**src/rtl/serial_subtractor_pkg.sv**
```systemverilog
// Shared definitions for the bit-serial subtractor.
// State encodings and the default operand width.
package serial_subtractor_pkg;

  localparam int DEF_WIDTH = 8;

  localparam logic [1:0] ST_IDLE = 2'd0;
  localparam logic [1:0] ST_RUN  = 2'd1;
  localparam logic [1:0] ST_DONE = 2'd2;

endpackage

```
**src/rtl/serial_subtractor_full_subtractor.sv**
```systemverilog
// One-bit full subtractor: {bo,d} = x - y - bi.
// Purely combinational; the serial datapath uses one instance.
module full_subtractor (
  input  logic x,
  input  logic y,
  input  logic bi,
  output logic d,
  output logic bo
);

  // Difference and borrow-out of a single bit position
  always_comb begin
    d  = x ^ y ^ bi;
    bo = (~x & y) | (~(x ^ y) & bi);
  end

endmodule

```
**src/rtl/serial_subtractor.sv**
```systemverilog
// Bit-serial subtractor: {bout,diff} = a - b - bin, LSB first.
// One bit per cycle through a full_subtractor and a borrow flop.
module serial_subtractor
  import serial_subtractor_pkg::*;
#(
  parameter int WIDTH = DEF_WIDTH
) (
  input  logic             clk,
  input  logic             rst_n,
  input  logic             start,
  input  logic [WIDTH-1:0] a,
  input  logic [WIDTH-1:0] b,
  input  logic             bin,
  output logic             busy,
  output logic             done,
  output logic [WIDTH-1:0] diff,
  output logic             bout,
  output logic             diff_bit
);

  localparam int CW = $clog2(WIDTH);
  localparam logic [CW-1:0] LAST = CW'(WIDTH - 1);

  logic [1:0]       state_q, state_d;
  logic [CW-1:0]    cnt_q, cnt_d;
  logic [WIDTH-1:0] a_sh_q, a_sh_d;
  logic [WIDTH-1:0] b_sh_q, b_sh_d;
  logic             brw_q, brw_d;
  logic [WIDTH-1:0] diff_q, diff_d;
  logic             bout_q, bout_d;

  logic fs_d, fs_bo;

  full_subtractor u_fs (
    .x  (a_sh_q[0]),
    .y  (b_sh_q[0]),
    .bi (brw_q),
    .d  (fs_d),
    .bo (fs_bo)
  );

  // Next-state: accept in IDLE, shift one bit per RUN edge, pulse DONE
  always_comb begin
    state_d = state_q;
    cnt_d   = cnt_q;
    a_sh_d  = a_sh_q;
    b_sh_d  = b_sh_q;
    brw_d   = brw_q;
    diff_d  = diff_q;
    bout_d  = bout_q;
    unique case (state_q)
      ST_IDLE: begin
        if (start) begin
          a_sh_d  = a;
          b_sh_d  = b;
          brw_d   = bin;
          cnt_d   = '0;
          diff_d  = '0;
          bout_d  = 1'b0;
          state_d = ST_RUN;
        end
      end
      ST_RUN: begin
        diff_d = {fs_d, diff_q[WIDTH-1:1]};
        a_sh_d = {1'b0, a_sh_q[WIDTH-1:1]};
        b_sh_d = {1'b0, b_sh_q[WIDTH-1:1]};
        brw_d  = fs_bo;
        cnt_d  = cnt_q + CW'(1);
        if (cnt_q == LAST) begin
          bout_d  = fs_bo;
          state_d = ST_DONE;
        end
      end
      ST_DONE: state_d = ST_IDLE;
      default: state_d = ST_IDLE;
    endcase
  end

  // State and datapath registers, cleared asynchronously
  always_ff @(posedge clk or negedge rst_n) begin
    if (!rst_n) begin
      state_q <= ST_IDLE;
      cnt_q   <= '0;
      a_sh_q  <= '0;
      b_sh_q  <= '0;
      brw_q   <= 1'b0;
      diff_q  <= '0;
      bout_q  <= 1'b0;
    end else begin
      state_q <= state_d;
      cnt_q   <= cnt_d;
      a_sh_q  <= a_sh_d;
      b_sh_q  <= b_sh_d;
      brw_q   <= brw_d;
      diff_q  <= diff_d;
      bout_q  <= bout_d;
    end
  end

  // Status decoded from the registered state; bit tap gated to RUN
  always_comb begin
    busy     = (state_q == ST_RUN);
    done     = (state_q == ST_DONE);
    diff     = diff_q;
    bout     = bout_q;
    diff_bit = (state_q == ST_RUN) & fs_d;
  end

endmodule

```
**config.mk**
```make
export PLATFORM = sky130hd
export DESIGN_NAME = serial_subtractor
export DESIGN_NICKNAME = d
export VERILOG_FILES = /design/src/rtl/serial_subtractor_pkg.sv /design/src/rtl/serial_subtractor_full_subtractor.sv /design/src/rtl/serial_subtractor.sv
export SDC_FILE = /design/constraint.sdc
export NUM_CORES = 1
export LEC_CHECK = 0
export CAP_MARGIN = 40
export CORE_MARGIN = 2
export CORE_UTILIZATION = 35
export DETAILED_ROUTE_END_ITERATION = 10
export SKIP_LAST_GASP = 1
export SLEW_MARGIN = 10
export SYNTH_ARGS = -nofsm -noshare
export SYNTH_HDL_FRONTEND = slang
export SYNTH_HIERARCHICAL = 1
export SYNTH_SLANG_ARGS = --single-unit
```
**constraint.sdc**
```tcl
create_clock -name clk -period 1.78 [get_ports clk]
set_input_delay 0.178 -clock clk [delete_from_list [all_inputs] [get_ports clk]]
set_output_delay 0.178 -clock clk [all_outputs]
set_load 0.005 [all_outputs]
```
==> results.toml <==
[power_and_ir_drop]
intPower_uw = 2046
clkPwrFrac = 0.175
power_density_nw_per_um2 = 1675
p_sw_frac = 0.3424
p_sw_uw = 1065
combinationalPowerShare = 0.420
p_seq_frac = 0.405
ir_drop_mv = 0.5871
leakage_uw = 0.0007906

[cts]
cts_tree = "done"
cts.sinks = 31
cts_hold_buf = 0
htree_levels = 2
clockRootBuffer = "clkbuf_8"
clk_pin_slew_ns = 0.06
clockBufferDepth = 2
clkLatencyLatePin_ns = 0.27
cts_made_buffers = 5

[detailed_routing]
drtIter0Drc = 90
drt-total-wl_mm = 3.069
postRouteAntennaNets = 0
viasPerCell = 5.332
drt_pass1_iterations = 6
drcViolationCount = 0
wl_per_cell_um = 14.34
vias = 1141

[finish]
layout_commonest_cell = "dfrtp_1"
nets = 187
finalNonFillerCells = 214
fill_cells = 360
final_layout_size_suffix_gt1_frac = 0.1220
antennaDiodeCount = 0
seq_area_sq_um = 775.7
multi_input_area_sq_um = 525.5
syn_to_final_growth_pct = 31.53
layout_common_cells = "31 x dfrtp_1, 30 x clkdlybuf4s50_1, 25 x o22ai_1"

[run]
drv_cap = 0

[logic_synthesis]
ys_ff_latch = 31
synthCells = 128
ys_warn_count = 6
synth-seq-area-share = 0.5492
netlist_area_sq_um = 1413
yosysUniqueCellTypes = 27
synth_area_per_cell_sq_um = 11.04
syn-num-nets = 151

[die]
ioPinCount = 32
initial_core_util = 0.3583
dieArea_sq_um = 4560
core_sq_um = 3943
rows = 23
die_y_um = 67.53
die_x_um = 67.53

[global_route]
grt_busiest_layer = "met2"
grt_pass1_vias = 1171
grt_pass1_wl_mm = 5.395
use_met3 = 0.05833
use_met2 = 0.2684
gr-total-overflow = 0
antenna_found_initial = 0
grtUsageTotal = 0.1612
gr-usage-met1 = 0.1927
grt_max_degree = 32

[setup_path]
crit_start = "b_sh_q[0]"
timing.rr.start = "state_q[0]"
rr_worst_depth = 2
cp_slowest_cell = "fa_1"
critPathMaxStageDelay_ns = 0.51
r2r-end = "cnt_q[2]"
worstPathArrival_ns = 1.52
cp_top_family = "adder cells"
path_class = "reg -> out"
endpoint_kind = "primary output"
cp_max_fo = 2
crit_path_cell_trace = "inv_1 > fa_1 > and2_1 > clkdlybuf4s15_1"
critical_path_buf_inv_count = 2
cp_num_cells = 4
critPathRequiredTime_ns = 1.60
regToRegSetupSlack_ns = 0.33
cp-start-kind = "register"
setup.worst_path.end = "diff_bit"

[place]
globalplace.congestion = 0.7867
dp_hpwl_mm = 2.143
io_buffers = 31
dp_cells = 206

[timing]
worst_pin_slew_ns = 0.8455
setup-violations-final = 0
clock_skew_ns = 0.003896
tns_ns = 0
finalCritPeriodShare = 0.9528
timing.final.max_slew_violations = 0
fmax_mhz = 589.7
min_period_ns = 1.696
relSlewSlack = 0.4351
rsz0062_at_grt = "no"
hold_viol = 0

[run_status]
status = "completed"

[hold_path]
hold_class = "in -> async"
-- worst min path at each step --
stage | to | depth (start not counted) | slack [ns] | startpoint
4_1_cts | diff[1] | 2 | 0.31 | rst_n
3_5_place_dp | diff[0] | 1 | 0.48 | diff[0]
3_3_place_gp | diff[0] | 1 | 0.48 | diff[0]
5_1_grt | diff[0] | 2 | 0.32 | rst_n
2_1_floorplan | a_sh_q[0] | 0 | -0.12 | rst_n
6_report | diff[1] | 2 | 0.30 | rst_n
-- synth_stat cells, drive strengths merged --
cell     instances  area (sq um)
buf              9         75.06
nand2b           4         32.53
o21ai            5         25.02
a21oi           13         65.06
o22ai           25         156.4
a22o             9         78.83
o21bai           1         7.510
a21o             1         7.510
a2bb2oi          1         8.760
nand2            4         15.01
inv              7         28.78
dfrtp           31         775.7
o211ai           1         7.510
o221a            2         22.52
fa               1         20.02
ha               2         25.02
nand3            1         5.000
nor2             4         15.01
clkbuf           2         7.510
nand3b           2         15.01
and2             2         12.51
nor2b            1         6.260
-- power by group through the flow --
stage	Clock, uW	Sequential, uW	Combinational (uW)
floorplan	0	1220	891
global placement	0	1260	1270
detailed placement	0	1270	1320
CTS	568	1260	1300
global route	608	1300	1480
finish	545	1260	1310
-- state kept, by name (all words and copies together), names as in the netlist --
register  flops
state_q       2
diff          8
b_sh_q        8
brw_q         1
a_sh_q        8
bout          1
cnt_q         3
-- routing by layer --
metal  share of wire  vias up
li1                -      550
met1            0.46      561
met2            0.49       26
met3           0.047        4
met4          0.0062        0
met5               0        -
-- metrics by stage --
stage	setup slack [ns]	util	area (sq um)	hold slack, ns	power (uW)
after floorplan	0.5175	-	1413	-0.1176	2111
after global placement	0.06932	0.4472	1763	0.4846	2526
after detailed placement	0.06924	0.4472	1763	0.4823	2588
after CTS	0.03275	0.4691	1849	0.3083	3133
after global routing	0.01048	0.4713	1858	0.3248	3390
final	0.08409	0.4713	1858	0.2980	3112
-- cells by family after synthesis --
group,after synthesis,synth area share
compound gates,58,0.2684
flops,31,0.5492
buf+inv,18,0.07883
simple gates,18,0.07173
fa+ha+maj,3,0.03188
-- what timing repair did --
item,in CTS,in global routing
resized for setup,1,1
cloned,0,0
endpoints found under the setup margin,1,1
buffers inserted,0,1
-- worst register-to-register path: cells and delay by family, from the launching register on --
family             cells  cell delay, ns
AOI/OAI and AO/OA      2            0.95
DFF                    1            0.43
-- layout make-up --
class	count	area share
well taps	50	0.03367
flip-flops and latches	31	0.4175
clock inverters	1	0.002694
multi-input cells	79	0.2828
repair buffers	40	0.2034
inverters	7	0.01549
clock buffers	6	0.04444
Note: power is estimated with default switching activity, not from simulation.
